`src/rtl/regfile_dump_ctrl_pkg.sv`:
```
// Shared definitions for the register-file debug dump sequencer:
// FSM state encoding, default geometry and byte-count helpers.
package regfile_dump_ctrl_pkg;

  localparam int DEF_WIDTH_B   = 32;
  localparam int DEF_ADDR_B    = 5;
  localparam int BYTES_PER_REG = DEF_WIDTH_B / 8;

  typedef enum logic [2:0] {
    ST_IDLE,
    ST_REQ,
    ST_LOAD,
    ST_HDR,
    ST_SEND,
    ST_NEXT,
    ST_FIN
  } state_e;

  // Number of bytes in a word of width_b bits (width_b is a multiple of 8).
  function automatic int bytes_per_reg(input int width_b);
    return width_b / 8;
  endfunction

  // Counter width able to hold n-1, never narrower than one bit.
  function automatic int cnt_width(input int n);
    return (n > 1) ? $clog2(n) : 1;
  endfunction

endpackage

```
`src/rtl/regfile_dump_ctrl_if.sv`:
```
// Byte stream (valid/ready) from the dump sequencer toward the UART transmitter.
interface regfile_dump_ctrl_if;

  logic [7:0] tx_data;
  logic       tx_valid;
  logic       tx_ready;

  modport master (output tx_data, output tx_valid, input  tx_ready);
  modport slave  (input  tx_data, input  tx_valid, output tx_ready);

endinterface

```
`src/rtl/regfile_dump_ctrl_byte_serializer.sv`:
```
// Loads a DATA_W-bit word and emits it MSB-first as bytes on a valid/ready
// stream. Output byte and valid come straight from registers, so they hold
// steady while the consumer stalls.
module regfile_dump_ctrl_byte_serializer
  import regfile_dump_ctrl_pkg::*;
#(
  parameter int DATA_W = DEF_WIDTH_B
) (
  input  logic              clk,
  input  logic              reset,
  input  logic              i_load,
  input  logic [DATA_W-1:0] i_data,
  output logic [7:0]        o_data,
  output logic              o_valid,
  input  logic              i_ready,
  output logic              o_hs,
  output logic              o_last
);

  localparam int NBYTES = bytes_per_reg(DATA_W);
  localparam int CW     = cnt_width(NBYTES);

  logic [DATA_W-1:0] r_shift;
  logic [CW-1:0]     r_cnt;
  logic              r_valid;
  logic              w_hs;

  assign w_hs    = r_valid && i_ready;
  assign o_hs    = w_hs;
  assign o_last  = w_hs && (r_cnt == '0);
  assign o_data  = r_shift[DATA_W-1 -: 8];
  assign o_valid = r_valid;

  // Load a word, then shift one byte out per accepted handshake.
  always_ff @(posedge clk) begin
    // NOTE: the shift register is reset even though it is datapath, because
    // its top byte is the visible tx_data and must read zero out of reset.
    if (reset) begin
      r_shift <= '0;
      r_cnt   <= '0;
      r_valid <= 1'b0;
    end else if (i_load) begin
      r_shift <= i_data;
      r_cnt   <= CW'(NBYTES - 1);
      r_valid <= 1'b1;
    end else if (w_hs) begin
      r_shift <= r_shift << 8;
      r_cnt   <= r_cnt - CW'(1);
      if (r_cnt == '0) r_valid <= 1'b0;
    end
  end

endmodule

```
`src/rtl/regfile_dump_ctrl.sv`:
```
// Debug sequencer sharing register-file read port 1 with the pipeline.
// On dbg_start it freezes the pipeline, walks every register address and
// streams each register MSB-first as bytes toward the UART transmitter.
// The read-port address mux (selected by dbg_sel) lives at the level above.
// Optional: define REGDUMP_INDEX_EN to prefix each register with a header
// byte holding its zero-extended address (requires ADDR_B <= 8).
module regfile_dump_ctrl
  import regfile_dump_ctrl_pkg::*;
#(
  parameter int WIDTH_B = DEF_WIDTH_B,  // multiple of 8
  parameter int ADDR_B  = DEF_ADDR_B
) (
  input  logic                  clk,
  input  logic                  reset,
  input  logic                  dbg_start,
  input  logic                  pipe_stalled,
  output logic                  stall_req,
  output logic                  dbg_sel,
  output logic [ADDR_B-1:0]     dbg_rd_addr,
  input  logic [WIDTH_B-1:0]    rf_rd_data,
  regfile_dump_ctrl_if.master   tx,
  output logic                  busy,
  output logic                  done
);

  localparam logic [ADDR_B-1:0] ADDR_MAX = {ADDR_B{1'b1}};

`ifdef REGDUMP_INDEX_EN
  localparam int SER_W = WIDTH_B + 8;
`else
  localparam int SER_W = WIDTH_B;
`endif

  state_e            r_state;
  logic              r_stall_req;
  logic              r_dbg_sel;
  logic [ADDR_B-1:0] r_addr;
  logic              r_busy;
  logic              r_done;

  logic [SER_W-1:0]  w_ser_data;
  logic              w_load;
  logic              w_hs;
  logic              w_last;

`ifdef REGDUMP_INDEX_EN
  // Header byte first: the register address, zero-extended to 8 bits.
  assign w_ser_data = {8'(r_addr), rf_rd_data};
`else
  assign w_ser_data = rf_rd_data;
`endif

  assign w_load = (r_state == ST_LOAD);

  regfile_dump_ctrl_byte_serializer #(
    .DATA_W (SER_W)
  ) u_ser (
    .clk     (clk),
    .reset   (reset),
    .i_load  (w_load),
    .i_data  (w_ser_data),
    .o_data  (tx.tx_data),
    .o_valid (tx.tx_valid),
    .i_ready (tx.tx_ready),
    .o_hs    (w_hs),
    .o_last  (w_last)
  );

  // Dump sequencer: stall handshake, address walk and registered status outputs.
  always_ff @(posedge clk) begin
    // NOTE: all state here uses non-blocking assignments so every branch sees
    // the values from before this edge, whatever the statement order.
    if (reset) begin
      r_state     <= ST_IDLE;
      r_stall_req <= 1'b0;
      r_dbg_sel   <= 1'b0;
      r_addr      <= '0;
      r_busy      <= 1'b0;
      r_done      <= 1'b0;
    end else begin
      r_done <= 1'b0;
      unique case (r_state)
        ST_IDLE: begin
          if (dbg_start) begin
            r_state     <= ST_REQ;
            r_busy      <= 1'b1;
            r_stall_req <= 1'b1;
          end
        end
        // Wait indefinitely for the pipeline to confirm it is frozen.
        ST_REQ: begin
          if (pipe_stalled) begin
            r_dbg_sel <= 1'b1;
            r_addr    <= '0;
            r_state   <= ST_LOAD;
          end
        end
        // rf_rd_data for r_addr is captured by the serializer this cycle.
        ST_LOAD: begin
`ifdef REGDUMP_INDEX_EN
          r_state <= ST_HDR;
`else
          r_state <= ST_SEND;
`endif
        end
        // Header byte goes out; data bytes always follow it.
        ST_HDR: begin
          if (w_hs) r_state <= ST_SEND;
        end
        ST_SEND: begin
          if (w_last) r_state <= ST_NEXT;
        end
        ST_NEXT: begin
          if (r_addr == ADDR_MAX) begin
            r_state     <= ST_FIN;
            r_done      <= 1'b1;
            r_stall_req <= 1'b0;
            r_dbg_sel   <= 1'b0;
            r_busy      <= 1'b0;
            r_addr      <= '0;
          end else begin
            r_addr  <= r_addr + ADDR_B'(1);
            r_state <= ST_LOAD;
          end
        end
        ST_FIN: begin
          r_state <= ST_IDLE;
        end
        default: begin
          r_state <= ST_IDLE;
        end
      endcase
    end
  end

  assign stall_req   = r_stall_req;
  assign dbg_sel     = r_dbg_sel;
  assign dbg_rd_addr = r_addr;
  assign busy        = r_busy;
  assign done        = r_done;

endmodule

```
`src/flat_wrapper.sv`:
```
// flat-port wrapper written by rule: the top's interface ports become plain ports
module regfile_dump_ctrl_flat import regfile_dump_ctrl_pkg::*;
#(
  parameter int WIDTH_B = DEF_WIDTH_B,                  
  parameter int ADDR_B  = DEF_ADDR_B
)
  (clk, reset, dbg_start, pipe_stalled, stall_req, dbg_sel, dbg_rd_addr, rf_rd_data, busy, done, tx_tx_data, tx_tx_valid, tx_tx_ready);
  regfile_dump_ctrl_if tx_i ();
  input  logic clk;
  input  logic reset;
  input  logic dbg_start;
  input  logic pipe_stalled;
  output logic stall_req;
  output logic dbg_sel;
  output logic [ADDR_B-1:0] dbg_rd_addr;
  input  logic [WIDTH_B-1:0] rf_rd_data;
  output logic busy;
  output logic done;
  output wire logic [$bits(tx_i.tx_data)-1:0] tx_tx_data;
  output wire logic [$bits(tx_i.tx_valid)-1:0] tx_tx_valid;
  input wire logic [$bits(tx_i.tx_ready)-1:0] tx_tx_ready;
  assign tx_tx_data = tx_i.tx_data;
  assign tx_tx_valid = tx_i.tx_valid;
  assign tx_i.tx_ready = tx_tx_ready;
  regfile_dump_ctrl #(.WIDTH_B(WIDTH_B), .ADDR_B(ADDR_B)) u_core (.clk(clk), .reset(reset), .dbg_start(dbg_start), .pipe_stalled(pipe_stalled), .stall_req(stall_req), .dbg_sel(dbg_sel), .dbg_rd_addr(dbg_rd_addr), .rf_rd_data(rf_rd_data), .tx(tx_i), .busy(busy), .done(done));
endmodule
```
`config.mk`:
```
export PLATFORM = sky130hd
export DESIGN_NAME = regfile_dump_ctrl_flat
export DESIGN_NICKNAME = d
export VERILOG_FILES = /design/src/rtl/regfile_dump_ctrl_pkg.sv /design/src/rtl/regfile_dump_ctrl_if.sv /design/src/rtl/regfile_dump_ctrl_byte_serializer.sv /design/src/rtl/regfile_dump_ctrl.sv /design/src/flat_wrapper.sv
export SDC_FILE = /design/constraint.sdc
export NUM_CORES = 1
export LEC_CHECK = 0
export ABC_AREA = 1
export CAP_MARGIN = 10
export CORE_ASPECT_RATIO = 0.7
export CORE_MARGIN = 2
export CORE_UTILIZATION = 45
export CTS_BUF_LIST = sky130_fd_sc_hd__clkbuf_8 sky130_fd_sc_hd__clkbuf_16
export CTS_CLUSTER_SIZE = 12
export DETAILED_ROUTE_END_ITERATION = 7
export GPL_ROUTABILITY_DRIVEN = 0
export HOLD_SLACK_MARGIN = 0.05
export PLACE_DENSITY_LB_ADDON = 0.3
export SLEW_MARGIN = 25
export SYNTH_ARGS = -nofsm -noshare
export SYNTH_HDL_FRONTEND = slang
export SYNTH_SLANG_ARGS = --single-unit
```
`constraint.sdc`:
```
create_clock -name clk -period 2.05 [get_ports clk]
set_input_delay 0.41 -clock clk [delete_from_list [all_inputs] [get_ports clk]]
set_output_delay 0.41 -clock clk [all_outputs]
set_load 0.005 [all_outputs]
```
# Word-level counts from Yosys, hierarchy flattened
# Cells that the tools add are included.
# word_totals
ff_bits,46
input_bits,37
# op_classes
add_sub_neg,2
eq_ne,11
muxes,22
n_bitwise,1
reduce_logical,14
# op_table
cell,count
2-to-1 mux 32 bit,2
one-hot mux 3 bit (6 select lines),1
2-to-1 mux 3 bit,5
2-to-1 mux 5 bit,2
one-hot mux 5 bit (2 select lines),1
inequality test 2 bit (second input constant),4
nonzero test 2 bit,4
2-to-1 mux 1 bit,7
== test 3 x 2 -> 1 bit (second input constant),2
== test 3 bit (second input constant),2
AND reduction 3 bit,2
adder 5 x 1 -> 5 bit (second input constant),1
== test 5 bit (second input constant),1
2-to-1 mux 2 bit,2
one-hot mux 1 bit (2 select lines),2
AND reduction 2 bit,2
AND reduction 4 bit,1
== test 3 x 1 -> 1 bit (second input constant),1
logical NOT 3 bit,1
logical AND 1 bit,2
logical NOT 2 bit,1
inequality test 2 x 1 -> 1 bit (second input constant),1
OR reduction 2 bit,1
subtractor 2 x 1 -> 2 bit (second input constant),1
NOT 1 bit,1

# Longest topological paths before layout
# Gate-level depths: netlist (run 1).
# depth
depth_word,4
depth_mapped,9

# Cells and area by module
# A second synthesis (run 1) with hierarchy kept.
# hier_totals
hier_cells,326
hier_area_um2,2523.7
# by_module_without_submodules
mod,instances,cells_per_inst,area_per_inst_um2,seq_area_each_um2
regfile_dump_ctrl_byte_serializer,1,250,1983.2,700.7
regfile_dump_ctrl,1,76,540.5,220.2

# Worst setup path after synthesis (run 1)
# Ideal clock, no wire load.
# synth_path
kind,register to register
start,register u_core.r_addr[0] (netlist: u_core.dbg_rd_addr[0])
end,register u_core.r_addr[1] (netlist: u_core.dbg_rd_addr[1])
setup_ns,0.078
arrival_ns,1.287
required_time_ns,1.972
setup_slack_ns,0.685
stages_incl_launch_ff,7
path_cell_list,dfxtp_1 -> ha_1 -> and3_1 -> ha_1 -> o21ai_0 -> nand2_1 -> nor3_1
# synth_via
elab_chain_cells,3
word_cells_on_any_way,4
cone_classes,add/sub (1); eq/ne (1); mux (2)
# synth_lines
element,line_no,text
start: declaration,regfile_dump_ctrl.sv:37,logic [ADDR_B-1:0] r_addr;
start signal: assignment,regfile_dump_ctrl.sv:122,r_addr <= r_addr + ADDR_B'(1);
adder 5 x 1 -> 5 bit / == test 5 bit (equally long branches),"regfile_dump_ctrl.sv:122, regfile_dump_ctrl.sv:114",
2-to-1 mux 5 bit (*),regfile_dump_ctrl.sv:114,if (r_addr == ADDR_MAX) begin
one-hot mux 5 bit (2 select lines) (*),regfile_dump_ctrl.sv:82,unique case (r_state)
# Every way passes the cells marked *; elsewhere a longest branch is shown, timed or not.
# A chain may end at the register's enable or synchronous reset.

# Worst setup path after layout (run 1)
# layout_path
start,register u_core.r_addr[2] (netlist: u_core.dbg_rd_addr[2])
end,output port dbg_rd_addr[2]
# layout_rtl
element,line_no,text
end: declaration,flat_wrapper.sv:15,output logic [ADDR_B-1:0] dbg_rd_addr;
# No word-level cell between the ends.

==> results of run 1 <==
## per-layer routing
metal	vias to the layer above	share of wire, %	wire length [um]	track usage, %
met5	-	0	0	0
met4	0	1.4	69	7.483
met3	8	4.6	222	4.290
met2	41	44	2100	29.69
met1	851	50	2383	27.58
li1	1000	-	-	-
## cell families (layout without fill, tap and decap cells)
kind of cell	after synthesis	in the layout	synth area share (%)
simple gates	115	115	22.81
compound gates	73	73	19.10
buf+inv	45	86	11.38
flops	46	46	44.07
xor+xnor	2	2	0.8385
fa+ha+maj	3	3	1.797
## area by class of cell
type / instances / share of cell area (%)
clock buffers: 5 / 2.594
clock inverters: 2 / 0.2830
inverters: 21 / 3.208
multi-input cells: 193 / 35.09
flip-flops and latches: 46 / 34.72
well taps: 55 / 2.594
repair buffers: 58 / 21.51
## cell usage in the layout, fill, tap and decap left out, types with 2 or more instances in the layout
master,instances
buf_4,4
nor2_1,22
clkdlybuf4s50_1,54
ha_1,3
o21ai_0,31
inv_1,19
clkbuf_8,5
o21ai_1,2
dfxtp_1,46
xor2_1,2
a21oi_1,17
nand2_1,80
nand3_1,5
a31oi_1,21
## stage by stage
step           instances  worst slack [ns]  utilization, %  hold slack (ns)  cell area (um^2)
2_1_floorplan        284            0.6851               -           0.4410              2090
3_3_place_gp         373            0.3160           58.49           0.4471              2576
3_5_place_dp         373            0.2558           58.49           0.4555              2576
4_1_cts              380            0.4207           60.23           0.4680              2653
5_1_grt              380            0.2858           60.23           0.4958              2653
6_report             380            0.4365           60.23           0.4664              2653
## sequential cells by signal, summed over array words and instances, names as in the netlist
register	flops
u_core.done	1
u_core.r_state	3
u_core.u_ser.r_cnt	2
u_core.u_ser.o_valid	1
u_core.dbg_sel	1
u_core.dbg_rd_addr	5
u_core.stall_req	1
u_core.u_ser.r_shift	32
## power by group through the flow
stage | combinational [W] | clock, W | sequential, W
after global placement | 0.000782 | 0 | 0.00120
after global routing | 0.000919 | 0.000560 | 0.00121
after floorplan | 0.000603 | 0 | 0.00116
after detailed placement | 0.000801 | 0 | 0.00121
final | 0.000805 | 0.000510 | 0.00119
after CTS | 0.000802 | 0.000521 | 0.00119
## worst paths after layout
| path | start | to | slack (ns) | cells after the start |
|---|---|---|---|---|
| min reg2reg | u_core.stall_req | u_core.stall_req | 0.47 | 2 |
| min | u_core.stall_req | u_core.stall_req | 0.47 | 2 |
| max | u_core.dbg_rd_addr[2] | dbg_rd_addr[2] | 0.44 | 1 |
| max reg2reg | u_core.r_state[2] | u_core.u_ser.r_shift[23] | 0.44 | 8 |
==> summary.txt, run 1 <==
Outcome - finished, final reports clean
Switching Fraction - 33.98%
Sequential share of power - 47.6%
CTS buffer count - 5
Netlist cell types - 29
Worst Path Required - 1.64 ns
Clock root cell - clkbuf_8
Net Count, Synth - 324
Critical path startpoint category - flop
Crit-path slowest cell - clkdlybuf4s50_1
DRC viols - 0
1st-iter DRT viols - 117
Internal power - 0.001655 W
PortBufs - 54
Yosys top cell by area - dfxtp_1
GRT Residual Overflow - 0
First-pass GRT wire length - 7914 um
Cells after Synth - 284
Vias in the first global route - 1720
Post-synth top cells - nand2_1, dfxtp_1, o21ai_0
Sum Neg Setup Slack - 0 ns
Crit path buf inv count - 1
Via Count - 1900
# resized after CTS - 0
Max_slew headroom - 73.04%
Total power - 0.002506 W
Fill count - 420
Slew @ Worst Pin - 0.4038 ns
WL/cell - 12.57 um
Initial Utilization - 47.44%
Syn_area_per_cell - 7.357 um^2
Yosys reg bits - 46
CTS Sinks - 46
Top cell type's share of synthesized area - 44.07%
Delay-heaviest family, CP - buffers and inverters
Lkg Pwr - 1.004 nW
Nets@finish - 365
Power Dens Cells - 944.8 nW/um^2
Drt total wl - 4775 um
Total GRT Usage - 19.51%
Final ANT Viol Nets - 0
Max_cap viols - 0
TritonRoute pass-1 iters - 4
TritonCTS clock tree - done
Critical-path cell list - clkdlybuf4s50_1
Row cnt - 20
FF+latch area - 920.9 um^2
Unrepaired setup endpoints after global routing - no
Core Region - 4404 um^2
Max incr delay on CP - 0.52 ns
CP arrival - 1.20 ns
DP Wirelength - 3349 um
Setup Buffers After CTS - 0
Largest net degree at the start of global routing - 53
Number of diodes - 0
Initial antenna violation count - 0
Asr flop ratio synth - 0%
Fin crit share - 78.71%
Max Root-Sink Buffers - 2
Yosys synthesis warning count - 0
Count leader, synth - nand2_1
Post-synth EDFFs - 0
Die area - 5213 um^2
HP Class - reg -> reg
I/O pin count - 55
Skew final - 0.004875 ns
Clock power frac - 20.3%
P_sw - 0.0008515 W
Area Growth Syn to Fin - 26.95%
Layout cell share with drive strength beyond 1 - 5.538%
Max Slew Vio Count - 0
# hold bufs at CTS - 0
Combinational share of power - 32.1%
Cell area after synthesis - 2090 um^2
Min cycle time layout - 1.613 ns
Multi-input gate area - 930.9 um^2
Hold Violations, Final - 0
Vias per cell - 5.000
Die Height - 61.01 um
Die Wd - 85.45 um
FMAX - 0.6198 GHz
Kind of critical path - reg -> out
Crit-path max FO - 4
Type of element capturing the critical path - primary output
Synth top area cells - dfxtp_1, nand2_1, o21ai_0, a31oi_1, a21oi_1
Main synth FF type - dfxtp_1
Max IR drop VDD - 620.4 uV
Clock transition at path regs - 0.08 ns
Htree depth - 2
Worst skew pair latency - 0.30 ns
Sequential element share of the synthesized area - 44.07%
Final setup vio count - 0
Note: power is estimated with default switching activity, not from simulation.
==> run 2: changes to the inputs <==
Clock period 2.05 ns to 1.6 ns, I/O delays scaled along.
==> summary.txt, run 2 (synthesized netlist as in run 1, its figures left out) <==
Crit path buf inv count - 1
Power Dens Cells - 1268 nW/um^2
Worst skew pair latency - 0.31 ns
FMAX - 0.6531 GHz
Critical-path cell list - clkdlybuf4s50_1
Htree depth - 2
Die Wd - 85.45 um
Die Height - 61.01 um
Number of diodes - 0
Area Growth Syn to Fin - 32.81%
Clock transition at path regs - 0.09 ns
Worst R2R Setup Slack - 0.14 ns
Reg2reg start - u_core.dbg_rd_addr[0]
Total power - 0.003519 W
TritonRoute pass-1 iters - 4
GRT Residual Overflow - 0
Max IR drop VDD - 646.0 uV
Max Root-Sink Buffers - 2
Initial antenna violation count - 0
DP Wirelength - 3474 um
Finished Layout Cells - 390
Final setup vio count - 0
Number of flip-flops in the largest register - 32
R2R cell count - 6
Clock root cell - clkbuf_8
Drt total wl - 4934 um
Layout cell share with drive strength beyond 1 - 10.15%
Min cycle time layout - 1.531 ns
Initial Utilization - 47.44%
Worst Setup EP - tx_tx_valid
Max Slew Vio Count - 0
Max_slew headroom - 74.04%
PortBufs - 54
1st-iter DRT viols - 98
Vias in the first global route - 1852
TritonCTS clock tree - done
Die area - 5213 um^2
Max_cap viols - 0
Final ANT Viol Nets - 0
Utilization after layout - 63.01%
Launch point of the worst path - u_core.u_ser.o_valid
Vias per cell - 5.033
Crit-path slowest cell - clkdlybuf4s50_1
R2R Path End - u_core.dbg_rd_addr[0]
CTS Sinks - 46
Outcome - finished, final reports clean
HP Class - reg -> reg
Commonest cells after routing, fill and taps aside - nand2_1, clkdlybuf4s50_1, dfxtp_1
Critical path startpoint category - flop
Post-Place Cells - 382
Row cnt - 20
Largest net degree at the start of global routing - 45
Critical path depth - 1
I/O pin count - 55
Max incr delay on CP - 0.52 ns
CTS buffer count - 5
Delay-heaviest family, CP - buffers and inverters
Core Region - 4404 um^2
Total GRT Usage - 20.24%
Commonest non-fill, non-tap cell in the layout - nand2_1
Sum Neg Setup Slack - 0 ns
Via Count - 1963
Lkg Pwr - 1.063 nW
First-pass GRT wire length - 8086 um
Skew final - 0.005407 ns
Unrepaired setup endpoints after global routing - no
Worst Path Required - 1.28 ns
Fin crit share - 95.70%
CP arrival - 1.21 ns
DRC viols - 0
Hold path cells - 2
Kind of critical path - reg -> out
Type of element capturing the critical path - primary output
Hold Violations, Final - 0
Register with the most flip-flops - u_core.u_ser.r_shift
Slew @ Worst Pin - 0.3888 ns
WL/cell - 12.65 um
Crit-path max FO - 3
Nets@finish - 374
## run 2: layout make-up
type | count | area (um^2)
Clock inverter | 3 | 40.04
Clock buffer | 5 | 68.82
Tap cell | 55 | 68.82
Inverter | 21 | 85.08
Timing Repair Buffer | 67 | 650.6
Multi-Input combinational cell | 193 | 938.4
Sequential cell | 46 | 923.4
Fill cell | 411 | 1629
## run 2: worst min path at each step
stage | start | to | slack, ns
after CTS | u_core.u_ser.r_shift[3] | u_core.u_ser.r_shift[3] | 0.47
after global routing | u_core.u_ser.r_shift[4] | u_core.u_ser.r_shift[4] | 0.49
after global placement | u_core.stall_req | u_core.stall_req | 0.45
final | u_core.stall_req | u_core.stall_req | 0.46
after detailed placement | u_core.u_ser.r_shift[1] | u_core.u_ser.r_shift[1] | 0.45
after floorplan | u_core.u_ser.r_shift[0] | u_core.u_ser.r_shift[0] | 0.44
## run 2: power by group
group	leakage (nW)	internal, W	switching [W]
Combinational	0.630	0.000539	0.000602
Clock	0.0579	0.000460	0.000413
Sequential	0.375	0.00136	0.000148
Total	1.06	0.00236	0.00116
## run 2: timing repair
item                                    4_1_cts  5_1_grt
setup buffers                                 0        0
gates resized for setup                       0        5
hold buffers                                  0        0
endpoints found under the setup margin        0        7
## run 2: layer usage
metal  routed length [um]  vias up  track usage [%]
met2                 2236       48            34.26
met3                  302        6            6.434
met5                    0        -                0
li1                     -     1019                -
met4                   55        0            6.349
met1                 2339      890            25.31
## run 2: per-stage QoR
| step | worst slack [ns] | area (um^2) | hold WS (ns) |
|---|---|---|---|
| final | 0.06879 | 2775 | 0.4646 |
| after global routing | 0.01821 | 2775 | 0.4875 |
| after CTS | 0.04394 | 2765 | 0.4680 |
| after detailed placement | 0.03502 | 2656 | 0.4522 |
| after global placement | 0.06423 | 2656 | 0.4481 |
| after floorplan | 0.2351 | 2090 | 0.4410 |
==> run 3: changes to the inputs <==
Settings changed: CORE_MARGIN 2 to default.
==> summary.txt, run 3 (synthesized netlist as in run 1, its figures left out) <==
Outcome - finished, final reports clean
Final ANT Viol Nets - 0
Layout cell share with drive strength beyond 1 - 9.226%
Total power - 0.003348 W
Max_slew headroom - 74.24%
Initial Utilization - 47.44%
Max Slew Vio Count - 0
Commonest cells after routing, fill and taps aside - nand2_1, clkdlybuf4s50_1, dfxtp_1
Area Growth Syn to Fin - 31.98%
Total GRT Usage - 19.91%
Kind of critical path - reg -> out
1st-iter DRT viols - 153
Max incr delay on CP - 0.52 ns
CTS Sinks - 46
Lkg Pwr - 1.060 nW
FMAX - 0.6677 GHz
Min cycle time layout - 1.498 ns
Largest net degree at the start of global routing - 41
Internal power - 0.002240 W
Row cnt - 20
Multi-input gate area - 933.4 um^2
Fill count - 409
Sequential share of power - 44.9%
Drt total wl - 4638 um
Combinational share of power - 33.9%
Number of diodes - 0
Register with the most flip-flops - u_core.u_ser.r_shift
Clock root cell - clkbuf_8
Max_cap viols - 0
# hold bufs at CTS - 0
Number of flip-flops in the largest register - 32
FF+latch area - 920.9 um^2
Setup Buffers After CTS - 0
WL/cell - 11.86 um
Core Region - 4404 um^2
Nets@finish - 375
Initial antenna violation count - 0
Die area - 4924 um^2
Max Root-Sink Buffers - 2
DP Wirelength - 3363 um
Skew final - 0.005289 ns
Final setup vio count - 0
Slew @ Worst Pin - 0.3859 ns
P_sw - 0.001108 W
Crit-path slowest cell - clkdlybuf4s50_1
Type of element capturing the critical path - primary output
PortBufs - 54
CP arrival - 1.18 ns
# resized after CTS - 0
Switching Fraction - 33.10%
TritonRoute pass-1 iters - 4
Crit-path max FO - 4
DRC viols - 0
Die Height - 59.01 um
Crit path buf inv count - 1
Vias per cell - 5.013
Max IR drop VDD - 605.6 uV
Critical-path cell list - clkdlybuf4s50_1
Via Count - 1960
Commonest non-fill, non-tap cell in the layout - nand2_1
Fin crit share - 93.61%
HP Class - reg -> reg
Worst Path Required - 1.28 ns
Htree depth - 2
GRT Residual Overflow - 0
TritonCTS clock tree - done
Unrepaired setup endpoints after global routing - no
First-pass GRT wire length - 7831 um
Clock power frac - 21.2%
Delay-heaviest family, CP - buffers and inverters
CTS buffer count - 5
Clock transition at path regs - 0.08 ns
Critical path startpoint category - flop
Worst skew pair latency - 0.29 ns
Vias in the first global route - 1704
Die Wd - 83.45 um
Sum Neg Setup Slack - 0 ns
Hold Violations, Final - 0
I/O pin count - 55
Power Dens Cells - 1214 nW/um^2
==> run 3: path summary, 6_finish.rpt <==
path / depth (start not counted) / start / slack (ns) / end
hold reg to reg: 2 / u_core.stall_req / 0.46 / u_core.stall_req
setup / recovery: 1 / u_core.dbg_rd_addr[2] / 0.10 / dbg_rd_addr[2]
hold / removal: 2 / u_core.stall_req / 0.46 / u_core.stall_req
setup reg to reg: 6 / u_core.dbg_rd_addr[0] / 0.12 / u_core.dbg_rd_addr[1]
==> run 3: power groups by stage <==
stage	Clock (W)	Combinational [W]	Sequential [W]
finish	0.000711	0.00113	0.00150
global route	0.000793	0.00128	0.00153
CTS	0.000724	0.00113	0.00150
detailed placement	0	0.00112	0.00153
global placement	0	0.00110	0.00152
floorplan	0	0.000772	0.00149
==> run 3: layout make-up <==
class	instances	area share, %
multi-input cells	193	33.85
flip-flops and latches	46	33.39
repair buffers	68	23.87
inverters	21	3.085
clock buffers	6	2.995
well taps	55	2.495
clock inverters	2	0.3176
==> run 3: stage by stage <==
step / hold slack (ns) / instances / setup WS, ns / instance area (um^2) / util (%)
2_1_floorplan: 0.4410 / 284 / 0.2351 / 2090 / -
3_3_place_gp: 0.4474 / 383 / 0.06462 / 2664 / 60.48
3_5_place_dp: 0.4575 / 383 / 0.04189 / 2664 / 60.48
4_1_cts: 0.4690 / 391 / 0.05049 / 2755 / 62.56
5_1_grt: 0.4880 / 391 / 0.01681 / 2758 / 62.61
6_report: 0.4647 / 391 / 0.1023 / 2758 / 62.61
==> run 3: per-layer routing <==
metal,up-vias,GRT usage [%],share of wire (%)
met5,-,0,0
met4,0,4.358,0.41
met3,2,4.596,5.9
met2,64,29.86,43
met1,872,29.41,50
li1,1022,-,-
